`src/rtl/fifo_array_skew_reader.sv`:
```
// Read-side controller for the FIFO array. Lane read enables follow a diagonal
// wavefront; any empty flag on an active lane stalls the entire wavefront.
module fifo_array_skew_reader #(
  parameter int unsigned data_size  = 8,
  parameter int unsigned array_size = 9,
  parameter int unsigned log_len    = 12
) (
  input  logic                            clk,
  input  logic                            reset,
  input  logic                            start,
  input  logic [log_len-1:0]              len,
  input  logic [array_size-1:0]           empty,
  input  logic [data_size*array_size-1:0] fifo_data,
  output logic [array_size-1:0]           r_en,
  output logic [data_size*array_size-1:0] data_out,
  output logic [array_size-1:0]           data_valid,
  output logic                            busy,
  output logic                            done
);

  localparam int unsigned TW = log_len + $clog2(array_size) + 1;

  typedef enum logic [1:0] {
    S_IDLE  = 2'd0,
    S_RUN   = 2'd1,
    S_FLUSH = 2'd2,
    S_DONE  = 2'd3
  } state_t;

  state_t                r_state;
  state_t                w_state_nxt;
  logic [TW-1:0]         r_t;
  logic [TW-1:0]         w_t_nxt;
  logic [log_len-1:0]    r_len_q;
  logic [log_len-1:0]    w_len_nxt;
  logic                  r_flush;
  logic                  w_flush_nxt;
  logic                  r_busy;
  logic                  r_done;
  logic [array_size-1:0] r_rd_d;
  logic [array_size-1:0] w_active;
  logic                  w_stall;
  logic                  w_last;

  // Lane i is inside its read window when i <= t < i + len_q
  always_comb begin
    w_active = '0;
    for (int i = 0; i < int'(array_size); i++) begin
      w_active[i] = (r_t >= TW'(i)) && (r_t < (TW'(i) + TW'(r_len_q)));
    end
  end

  assign w_stall = |(w_active & empty);
  assign w_last  = (r_t == (TW'(r_len_q) + TW'(array_size) - TW'(2)));

  always_comb begin
    r_en = '0;
    if ((r_state == S_RUN) && !w_stall) begin
      r_en = w_active;
    end
  end

  // Next-state logic
  always_comb begin
    w_state_nxt = r_state;
    w_t_nxt     = r_t;
    w_len_nxt   = r_len_q;
    w_flush_nxt = r_flush;
    case (r_state)
      S_IDLE: begin
        if (start) begin
          w_len_nxt   = len;
          w_t_nxt     = '0;
          w_state_nxt = (len == '0) ? S_DONE : S_RUN;
        end
      end
      S_RUN: begin
        if (!w_stall) begin
          w_t_nxt = r_t + TW'(1);
          if (w_last) begin
            w_state_nxt = S_FLUSH;
            w_flush_nxt = 1'b0;
          end
        end
      end
      S_FLUSH: begin
        w_flush_nxt = 1'b1;
        if (r_flush) begin
          w_state_nxt = S_DONE;
        end
      end
      S_DONE: begin
        w_state_nxt = S_IDLE;
      end
      default: begin
        w_state_nxt = S_IDLE;
      end
    endcase
  end

  always_ff @(posedge clk or posedge reset) begin
    if (reset) begin
      r_state <= S_IDLE;
      r_t     <= '0;
      r_len_q <= '0;
      r_flush <= 1'b0;
      r_busy  <= 1'b0;
      r_done  <= 1'b0;
    end else begin
      r_state <= w_state_nxt;
      r_t     <= w_t_nxt;
      r_len_q <= w_len_nxt;
      r_flush <= w_flush_nxt;
      r_busy  <= (w_state_nxt == S_RUN) || (w_state_nxt == S_FLUSH);
      r_done  <= (w_state_nxt == S_DONE);
    end
  end

  assign busy = r_busy;
  assign done = r_done;

  // FIFO data lands one cycle after r_en; capture it one stage later
  always_ff @(posedge clk or posedge reset) begin
    if (reset) begin
      r_rd_d     <= '0;
      data_valid <= '0;
      data_out   <= '0;
    end else begin
      r_rd_d     <= r_en;
      data_valid <= r_rd_d;
      for (int i = 0; i < int'(array_size); i++) begin
        if (r_rd_d[i]) begin
          data_out[i*int'(data_size) +: data_size] <= fifo_data[i*int'(data_size) +: data_size];
        end
      end
    end
  end

endmodule
```
`config.mk`:
```
export PLATFORM = sky130hd
export DESIGN_NAME = fifo_array_skew_reader
export DESIGN_NICKNAME = d
export VERILOG_FILES = /design/src/rtl/fifo_array_skew_reader.sv
export SDC_FILE = /design/constraint.sdc
export NUM_CORES = 1
export LEC_CHECK = 0
export ABC_CLOCK_PERIOD_IN_PS = 5050
export CORE_UTILIZATION = 40
export CTS_CLUSTER_DIAMETER = 30
export DETAILED_ROUTE_END_ITERATION = 10
export MAX_ROUTING_LAYER = met4
export PLACE_DENSITY_LB_ADDON = 0.2
export SLEW_MARGIN = 0
export SYNTH_ARGS = -nofsm -noshare
export SYNTH_HDL_FRONTEND = slang
export SYNTH_SLANG_ARGS = --single-unit
```
`constraint.sdc`:
```
create_clock -name clk -period 5.05 [get_ports clk]
set_input_delay 0.7575 -clock clk [delete_from_list [all_inputs] [get_ports clk]]
set_output_delay 0.7575 -clock clk [all_outputs]
set_load 0.01 [all_outputs]
```
# Word level (Yosys, flattened, before mapping)
# Cells that the tools add are included.
[totals]
latch_bits = 0
register_bits = 124
out_inout_bits = 92
inputBits = 96
wordCells = 90
ram_bits = 0
romBits = 0
n_memories = 0
[op_classes]
shift = 0
reduce_logical = 20
eq_ne = 10
magnitude_cmp = 18
n_addsub = 11
n_bitwise = 1
n_mul = 0
div = 0
muxes = 13
[ops]
columns = ["cell", "count"]
rows = [
  ["< comparator 17 x 13 -> 1 bit", 8],
  ["greater-or-equal comparator 17 x 3 -> 1 bit (second input constant)", 4],
  ["adder 3 x 12 -> 13 bit (first input constant)", 4],
  ["greater-or-equal comparator 17 x 1 -> 1 bit (second input constant)", 2],
  ["greater-or-equal comparator 17 x 2 -> 1 bit (second input constant)", 2],
  ["2-to-1 mux 17 bit", 2],
  ["case mux 17 bit (2 select lines)", 1],
  ["adder 2 x 12 -> 13 bit (first input constant)", 2],
  ["adder 17 x 1 -> 17 bit (second input constant)", 1],
  ["== test 17 bit", 1],
  ["greater-or-equal comparator 17 x 4 -> 1 bit (second input constant)", 1],
  ["< comparator 17 x 12 -> 1 bit", 1],
  ["subtractor 13 x 2 -> 14 bit (second input constant)", 1],
  ["adder 1 x 12 -> 13 bit (first input constant)", 1],
  ["adder 12 x 4 -> 13 bit (second input constant)", 1],
  ["adder 4 x 12 -> 13 bit (first input constant)", 1],
  ["logical NOT 12 bit", 1],
  ["logical AND 1 bit", 10],
  ["2-to-1 mux 2 bit", 5],
  ["bitwise AND 9 bit", 1],
  ["2-to-1 mux 9 bit", 1],
  ["OR reduction 9 bit", 1],
  ["== test 2 bit (second input constant)", 4],
  ["case mux 2 bit (4 select lines)", 1],
  ["10 further kinds", 16],
]

# Logic depth before layout (Yosys ltp)
# Gate-level depths: netlist (run 1).
[depth]
word_depth = 9
depth_mapped = 18
mapped_depth_nobuf = 16

# Least setup slack after synthesis (run 1)
# OpenSTA, ideal clock, no wires.
[synth_timing]
path_type = "register to output"
start = "reg r_len_q[7]"
end = "out r_en[6]"
setup_slack_ns = 0.291
required_time_ns = 4.293
path_buffers = 2
arrival_ns = 4.002
stages_incl_launch_ff = 16
cell_sequence = "dfrtp_1 clkbuf_1 nand2_1 nor2_1 nand3_1 nor3_1 nand3_1 ha_1 nand4_1 a2111o_1 and3_1 a2bb2oi_1 nand3_4 or4_1 buf_2 nor3_1"
[synth_between]
elab_chain_cells = 8
word_cells_on_any_way = 31
classes_between = "add/sub (8); order compare (9); mux (1); bitwise (1); reduce/logical (12)"
[synth_rtl]
columns = ["element", "line", "text"]
rows = [
  ["start: declaration", "34", "logic [log_len-1:0] r_len_q;"],
  ["start signal: assignment", "112", "r_len_q <= w_len_nxt;"],
  ["adder 1 x 12 -> 13 bit (tied with other cells)", "49", "w_active[i] = (r_t >= TW'(i)) && (r_t < (TW'(i) + TW'(r_len_q)));"],
  ["< comparator 17 x 13 -> 1 bit", "49", ""],
  ["logical AND 1 bit", "49", ""],
  ["bitwise AND 9 bit", "53", "assign w_stall = |(w_active & empty);"],
  ["OR reduction 9 bit", "53", ""],
  ["logical NOT 1 bit", "n/a", ""],
  ["logical AND 1 bit", "58", "if ((r_state == S_RUN) && !w_stall) begin"],
  ["2-to-1 mux 9 bit (*)", "58", ""],
  ["end: declaration", "14", "output logic [array_size-1:0] r_en,"],
]
# Every way passes the cells marked *; elsewhere a longest branch is shown, timed or not.

# Worst setup path after layout (run 1)
[layout_timing]
start = "reg r_len_q[4]"
end = "out r_en[6]"
# Same word-level chain as after synthesis.

==> results of run 1 <==
==> cell type report <==
class / count / share of cell area [%]
clock inverters: 14 / 1.14
inverters: 31 / 1.01
repair buffers: 251 / 19.9
well taps: 270 / 2.88
clock buffers: 18 / 3.66
flip-flops and latches: 124 / 26.5
multi-input cells: 657 / 45.0
==> metal layers <==
metal,GRT usage [%],part of all wire [%],vias to the layer above
li1,-,-,3523
met1,33.4,44,3537
met2,39.6,46,303
met3,4.07,6.8,48
met4,10.2,3.1,0
met5,-,0,-
==> through the flow <==
| step | cell area [µm²] | hold WS, ns | setup slack (ns) |
|---|---|---|---|
| finish | 11700 | 0.503 | 0.201 |
| global route | 11700 | 0.511 | -0.0254 |
| CTS | 11700 | 0.507 | 0.0123 |
| detailed placement | 11000 | 0.494 | -0.225 |
| global placement | 11000 | 0.488 | -0.137 |
| floorplan | 8480 | 0.352 | 0.291 |
==> power by group <==
group	leakage, µW	switching, µW	internal (µW)
Sequential	0.00152	365	1420
Combinational	0.00329	2230	2180
Clock	0.000266	481	685
==> cell families after synthesis <==
family,count (synthesis)
simple gates,259
compound gates,131
xor+xnor,74
flops,124
buf+inv,65
mux,77
fa+ha+maj,116
==> timing repair <==
| action | CTS | global route |
|---|---|---|
| gates resized for setup | 27 | 32 |
| setup buffers | 2 | 0 |
| hold buffers | 0 | 0 |
| setup endpoints to repair | 9 | 9 |
| pin swaps | 0 | 0 |
==> worst paths after layout <==
| check | slack, ns | start | end | cells past startpoint |
|---|---|---|---|---|
| worst max-delay path | 0.20 | r_len_q[4] | r_en[6] | 17 |
| worst min-delay path | 0.50 | data_out[32] | data_out[32] | 1 |
| worst max register to register | 1.22 | r_len_q[4] | busy | 17 |
| worst min register to register | 0.50 | data_out[32] | data_out[32] | 1 |
| max in group asynchronous | 3.28 | reset | r_state[1] | 3 |
| min in group asynchronous | 0.84 | reset | data_out[47] | 2 |
==> synth_stat cells, types with 10 or more instances <==
cell type	count	area, µm²
o31ai_1	10	75.1
clkbuf_1	31	116
inv_1	24	90.1
mux2_2	72	811
ha_1	116	1450
xnor2_1	69	604
nor2_1	51	191
nor3_1	14	70.1
o21ai_0	25	125
nand4_1	21	131
a21oi_1	48	240
dfrtp_1	124	3100
nand3_1	32	160
nand2_1	81	304
==> flip-flops by register name, indices dropped and copies added (netlist names), 2 cells and up <==
name,cells
r_state,2
data_out,72
r_len_q,12
data_valid,9
r_rd_d,9
r_t,17
==> critical path: stages (launching register included) <==
cell	delay, ns
dfrtp_1	0.37
ha_1	0.18
nand3_1	0.11
or2_2	0.33
buf_4	0.17
nor2_1	0.12
xnor2_1	0.08
ha_1	0.27
and4_1	0.20
nand4_1	0.13
a31o_2	0.27
nand3_1	0.12
o32ai_2	0.11
o21a_1	0.19
or4_4	0.52
buf_6	0.16
nor3_4	0.16
clkbuf_2	0.17
==> impl_metrics.ini, run 1 <==
[setup_path]
start_kind = register
endpoint_kind = output port
path_max_fanout = 6
path_class = register to output port
worstPathArrival_ns = 4.09
worstPathRequired_ns = 4.29

[finish]
fillers = 1848
fin_nets = 1294
layout_commonest_cell = clkdlybuf4s50_1
final_cell_mix = clkdlybuf4s50_1 (178), dfrtp_1 (124), ha_1 (115)
ff_latch_area_um2 = 3100
final_util_pct = 57.2
drive_above_1_share_pct = 19.5
diodes = 0
areaGrowthSynthToFinish_pct = 38.3
multi_input_area_um2 = 5270
stdcell_count = 1365

[pwr]
power-per-cell-area_nw_per_um2 = 628
irDropWorstVdd_mv = 0.283
power_uw = 7360
p_leak_uw = 0.00508

[place]
hpwlAfterDp_um = 20200
portBuffers = 187
dp_cells = 1331
routabilityCongestion = 0.998

[sta]
fin_setup_tns_ns = 0
fmax_ghz = 0.206
rsz0062_at_grt = yes
timing.final.crit_share_pct = 96.0
slew_violations = 0
max_slew_margin_pct = 19.7
hold_viol = 0
period_minus_slack_ns = 4.85
setup_viol = 0
worst_clock_skew_ns = 0.00865
worst_pin_slew_ns = 1.20

[logic_synthesis]
ys.flop_type = dfrtp_1
synthArstFlopShare_pct = 100
synth_area_um2 = 8480
syn_avg_cell_area_um2 = 10.0
synth-simple-area-share_pct = 15.6
ys_warn_count = 0
yosysUniqueCellTypes = 66
synth_edf_count = 0
syn_inst = 846
synthMuxAreaShare_pct = 10.1
yosys.area_share.adder_pct = 17.1
synth-seq-cells = 124
synth_top_family_by_area = adder cells
synth_compound_area_share_pct = 10.0
synth-xor-area-share_pct = 7.64
syn-num-nets = 1058
seq_area_frac_synth_pct = 36.6

[floorplanning]
fp.dieW_um = 148
die-area_um2 = 21800
dieHeight_um = 148
num_io_pins = 188
initial_utilization_pct = 41.4
core.rowCount = 52
core_region_area_um2 = 20500

[routing]
ant_nets = 0
drtIter0Drc = 452
wl_per_cell_um = 19.3
vias = 7411
routed_wl_um = 26300
via_per_inst = 5.43
route.detailed.drc = 0
drt_first_pass_iters = 4

[clock_network]
cts.htree.levels = 4
cts.reportedPaths.clkPinSlew_ns = 0.06
cts_sinks = 124
clock_tree.buffer_depth = 2
cts-buffers-inserted = 17
cts-root-buf = clkbuf_16
clk_latency_ns = 0.42
cts_tree = built

[hold_path]
min_path_type = register to register

[grt]
grt_util_all_layers_pct = 25.6
grt_overflow = 0
grt_first_pass_wirelength_um = 40600
grt_max_degree = 60
grt_pass1_vias = 7096
grt_antenna_before_repair = 0

[run_status]
status = complete, no violations

[run]
drv_cap = 0
No activity file was read; power rests on OpenSTA's default activity.
==> inputs of run 2 (changes only) <==
--- a/config.mk
+++ b/config.mk
@@ -8,9 +8,10 @@
 export ABC_CLOCK_PERIOD_IN_PS = 5050
 export CORE_UTILIZATION = 40
 export CTS_CLUSTER_DIAMETER = 30
+export CTS_CLUSTER_SIZE = 24
 export DETAILED_ROUTE_END_ITERATION = 10
 export MAX_ROUTING_LAYER = met4
-export PLACE_DENSITY_LB_ADDON = 0.2
+export PLACE_DENSITY = 0.63
 export SLEW_MARGIN = 0
 export SYNTH_ARGS = -nofsm -noshare
 export SYNTH_HDL_FRONTEND = slang
==> run 2 against run 1 <==
- first-iteration DRC count grew 9.3%
- setup slack lost 0.050 ns
- sequential share of layout area shrank 0.058 points
==> impl_metrics.ini, run 2 (synthesis gave the netlist of run 1 again) <==
[floorplanning]
initial_utilization_pct = 41.4
core_region_area_um2 = 20500
num_io_pins = 188
die-area_um2 = 21800
dieHeight_um = 148
core.rowCount = 52
fp.dieW_um = 148

[sta]
worst_clock_skew_ns = 0.00834
setup_viol = 0
max_slew_margin_pct = 24.0
fin_setup_tns_ns = 0
hold_viol = 0
timing.final.crit_share_pct = 97.0
worst_pin_slew_ns = 1.14
period_minus_slack_ns = 4.90
fmax_ghz = 0.204
slew_violations = 0

[run_status]
status = complete, no violations

[place]
routabilityCongestion = 0.941
place_area_um2 = 11100
portBuffers = 187
hpwlAfterDp_um = 20900

[finish]
layout_commonest_cell = clkdlybuf4s50_1
final_cell_area_um2 = 11800
largest_reg_flops = 72
reg_top3 = data_out: 72 flops, r_t: 17 flops, r_len_q: 12 flops
largest_register = data_out
areaGrowthSynthToFinish_pct = 38.7
fin_nets = 1301
fillers = 1830
diodes = 0
final_cell_mix = clkdlybuf4s50_1 (178), dfrtp_1 (122), ha_1 (111)
drive_above_1_share_pct = 20.3
final_util_pct = 57.4

[routing]
drt_first_pass_iters = 5
drtIter0Drc = 494
ant_nets = 0
wl_per_cell_um = 19.5
route.detailed.drc = 0
vias = 7399
routed_wl_um = 26800
via_per_inst = 5.39

[grt]
grt_util_all_layers_pct = 26.0
grt_overflow = 0
grt_pass1_vias = 7294
grt_first_pass_wirelength_um = 41700
grt_max_degree = 60
grt_antenna_before_repair = 0

[clock_network]
cts.reportedPaths.clkPinSlew_ns = 0.06
clk_latency_ns = 0.43
clock_tree.buffer_depth = 2
cts-buffers-inserted = 17
hold_buffers = 0
cts-root-buf = clkbuf_16
cts_sinks = 124
cts.htree.levels = 4
cts_tree = built

[pwr]
power_uw = 7440
p_leak_uw = 0.00513
irDropWorstVdd_mv = 0.289
power-per-cell-area_nw_per_um2 = 632

[hold_path]
holdCritStartpoint = data_out[24]
holdPathEnd = data_out[24]
hold_depth = 1
min_path_type = register to register

[setup_path]
path_max_fanout = 6
endpoint_kind = output port
start_kind = register
rr_worst_depth = 13
worstReg2RegStart = r_len_q[8]
worstPathArrival_ns = 4.14
worstPathRequired_ns = 4.29
regToRegSetupSlack_ns = 1.23
rr_endpoint = busy
path_class = register to output port

[run]
drv_cap = 0
## run 2: layout make-up
cell class,instances,area [µm²],area share (%)
multi-input combinational,657,5260,44.7
sequential,124,3110,26.4
inverter,31,119,1.01
clock inverter,14,119,1.01
clock buffer,18,439,3.73
timing repair buffer,258,2390,20.3
tap,270,338,2.87
## run 2: worst max-delay path by stage
| stage | from | to | depth (start not counted) |
|---|---|---|---|
| 2_1_floorplan | r_len_q[7] | r_en[6] | 15 |
| 3_3_place_gp | r_len_q[4] | r_en[6] | 15 |
| 3_5_place_dp | r_len_q[4] | r_en[6] | 15 |
| 4_1_cts | r_len_q[2] | r_en[3] | 17 |
| 5_1_grt | r_len_q[3] | r_en[6] | 16 |
| 6_report | r_len_q[2] | r_en[6] | 16 |
## run 2: worst max-delay path: stages, from the launching register on
cell and delay (ns):
dfrtp_2 0.46, inv_2 0.15, ha_2 0.25, a21o_1 0.17, buf_4 0.14, nand3_1 0.10
xnor2_1 0.14, ha_1 0.30, nand4_1 0.24, nor3_1 0.21, a211o_1 0.17, a2bb2oi_1 0.16
buf_4 0.14, nand3_4 0.08, or4_4 0.45, nor3_2 0.21, dlygate4sd2_1 0.33
## run 2: what timing repair did
item	CTS	global route
setup buffers	0	6
resized for setup	25	38
pin swaps	0	5
endpoints found under the hold margin	0	0
setup endpoints to repair	9	9
## run 2: per-layer routing
| layer | track usage (%) | vias to the layer above | part of all wire, % |
|---|---|---|---|
| met3 | 4.07 | 27 | 6.7 |
| met5 | - | - | 0 |
| li1 | - | 3542 | - |
| met1 | 33.3 | 3542 | 44 |
| met4 | 6.49 | 0 | 1.4 |
| met2 | 42.8 | 288 | 48 |
## run 2: metrics by stage
stage | setup slack, ns | hold slack [ns] | std cells
2_1_floorplan | 0.291 | 0.352 | 846
3_3_place_gp | -0.0437 | 0.487 | 1334
3_5_place_dp | -0.0682 | 0.494 | 1334
4_1_cts | -0.0121 | 0.507 | 1366
5_1_grt | -0.0120 | 0.515 | 1372
6_report | 0.151 | 0.503 | 1372
## run 2: where the power goes
part	total [µW]	switching (µW)	internal [µW]
sequential	1760	343	1420
clock	1180	486	689
combinational	4500	2280	2220
total	7440	3110	4330
==> inputs of run 3 (changes only) <==
--- a/config.mk
+++ b/config.mk
@@ -6,10 +6,12 @@
 export NUM_CORES = 1
 export LEC_CHECK = 0
 export ABC_CLOCK_PERIOD_IN_PS = 5050
+export CORE_MARGIN = 4
 export CORE_UTILIZATION = 40
 export CTS_CLUSTER_DIAMETER = 30
 export CTS_CLUSTER_SIZE = 24
 export DETAILED_ROUTE_END_ITERATION = 10
+export GPL_ROUTABILITY_DRIVEN = 0
 export MAX_ROUTING_LAYER = met4
 export PLACE_DENSITY = 0.63
 export SLEW_MARGIN = 0
==> run 3 against run 2 <==
- non-clock buffer count down 6
- sequential share of layout area about the same
- critical path depth up 2
- design area about the same
- register-to-register slack worse by 0.09 ns
- routed wire length up 2.9%
- clock skew up 0.0020 ns
- combinational power down 1%
- total power down 0.46%
- largest cell class unchanged
- clock power about the same
- maximum frequency down 0.49%
- global-route usage down 2.5 points
==> impl_metrics.ini, run 3 (synthesis gave the netlist of run 1 again) <==
[run_status]
status = complete, no violations

[finish]
layout_commonest_cell = clkdlybuf4s50_1
final_util_pct = 56.2
largest_register = data_out
largest_reg_flops = 72
final_cell_mix = clkdlybuf4s50_1 (178), dfrtp_1 (123), ha_1 (115)
final_cell_area_um2 = 11800
fin_nets = 1295
areaGrowthSynthToFinish_pct = 38.7
reg_top3 = data_out: 72 flops, r_t: 17 flops, r_len_q: 12 flops
stdcell_count = 1372
drive_above_1_share_pct = 20.1

[grt]
grt_first_pass_wirelength_um = 42000
grt_overflow = 0
grt_antenna_before_repair = 1
grt_max_degree = 65
grt_util_all_layers_pct = 23.5
grt_pass1_vias = 7075

[floorplanning]
num_io_pins = 188
die-area_um2 = 23600
fp.dieW_um = 154
core_region_area_um2 = 21000
core.rowCount = 53
initial_utilization_pct = 40.5
dieHeight_um = 154

[sta]
timing.final.crit_share_pct = 97.5
rsz0062_at_grt = yes
slew_violations = 0
worst_clock_skew_ns = 0.0103
hold_viol = 0
period_minus_slack_ns = 4.92
worst_pin_slew_ns = 1.17
worst_hold_slack_ns = 0.503
setup_viol = 0
max_slew_margin_pct = 21.8
fmax_ghz = 0.203
fin_setup_tns_ns = 0

[setup_path]
path_max_fanout = 8
max_stage_delay_ns = 0.52
regToRegSetupSlack_ns = 1.14
worstPathRequired_ns = 4.29
critPathSlowestCell = or4_1
rr_endpoint = busy
rr_worst_depth = 18
worstReg2RegStart = r_len_q[4]
worstPathArrival_ns = 4.17
path_class = register to output port
endpoint_kind = output port
path_cells = buf_6, nand2_1, nor2_2, nand3_2, nor3_2, buf_4, nand3_1, ha_4, and4_1, nand4_1, a31o_2, nand3_2, o32ai_1, o21a_1, or4_1, buf_6, nor3_4, clkbuf_2
cp.buffers_inverters = 4
crit_family = simple AND/OR/NAND/NOR gates
start_kind = register

[clock_network]
cts-buffers-inserted = 17
cts_tree = built
clock_tree.buffer_depth = 2
cts_sinks = 124
clk_latency_ns = 0.42
cts-root-buf = clkbuf_16
cts.htree.levels = 4
cts.reportedPaths.clkPinSlew_ns = 0.07

[pwr]
p_int_uw = 4220
p_leak_uw = 0.00511
power-per-cell-area_nw_per_um2 = 629
irDropWorstVdd_mv = 0.285
switchingPower_uw = 3180
p_clk_share_pct = 16.4
seqPwrFrac_pct = 23.7
comb_power_share_pct = 59.9
p_sw_share_pct = 43.0

[place]
portBuffers = 187
place_area_um2 = 11000
dp_cells = 1333
hpwlAfterDp_um = 21300

[routing]
vias = 7319
via_per_inst = 5.33
drt_first_pass_iters = 5
drtIter0Drc = 494
route.detailed.drc = 0
routed_wl_um = 27600
ant_nets = 0
wl_per_cell_um = 20.1

[hold_path]
hold_depth = 1
holdCritStartpoint = data_out[27]
min_path_type = register to register
holdPathEnd = data_out[27]

[run]
drv_cap = 0
==> run 3: how the worst max path moves through the flow <==
stage / slack, ns / endpoint / cells past startpoint / start
2_1_floorplan: 0.29 / r_en[6] / 15 / r_len_q[7]
3_3_place_gp: -0.12 / r_en[6] / 16 / r_len_q[3]
3_5_place_dp: -0.15 / r_en[6] / 18 / r_len_q[4]
4_1_cts: -0.01 / r_en[4] / 17 / r_len_q[3]
5_1_grt: -0.08 / r_en[6] / 18 / r_len_q[4]
6_report: 0.13 / r_en[6] / 18 / r_len_q[4]
==> run 3: final cells by class <==
type | instances | area (µm²)
inverters | 31 | 119
diodes | 1 | 2.50
repair buffers | 252 | 2330
multi-input cells | 657 | 5280
fillers | 1915 | 9190
well taps | 275 | 344
flip-flops and latches | 124 | 3100
clock inverters | 15 | 169
clock buffers | 17 | 425
==> run 3: what timing repair did <==
item | in CTS | in global routing
hold buffers | 0 | 0
buffers inserted | 0 | 6
pin swaps | 0 | 3
resized for setup | 25 | 40
setup endpoints to repair | 9 | 9
==> run 3: through the flow <==
| stage | setup WS (ns) | total power, µW |
|---|---|---|
| after floorplan | 0.291 | 4180 |
| after global placement | -0.118 | 6010 |
| after detailed placement | -0.153 | 6060 |
| after CTS | -0.0107 | 7320 |
| after global routing | -0.0756 | 7910 |
| final | 0.127 | 7410 |
==> run 3: power by group through the flow <==
stage / registers [µW] / clock network, µW / logic, µW
3_3_place_gp: 1760 / 0 / 4250
3_5_place_dp: 1770 / 0 / 4290
6_report: 1760 / 1210 / 4440
5_1_grt: 1820 / 1280 / 4810
4_1_cts: 1750 / 1240 / 4330
2_1_floorplan: 1840 / 0 / 2340
==> run 3: metal layers <==
metal  track usage [%]  wire (µm)  vias up
met1              30.5      12000     3432
met3              4.90       1920       43
li1                  -          -     3552
met2              37.4      12900      292
met4              6.60        726        0
met5                 -          0        -
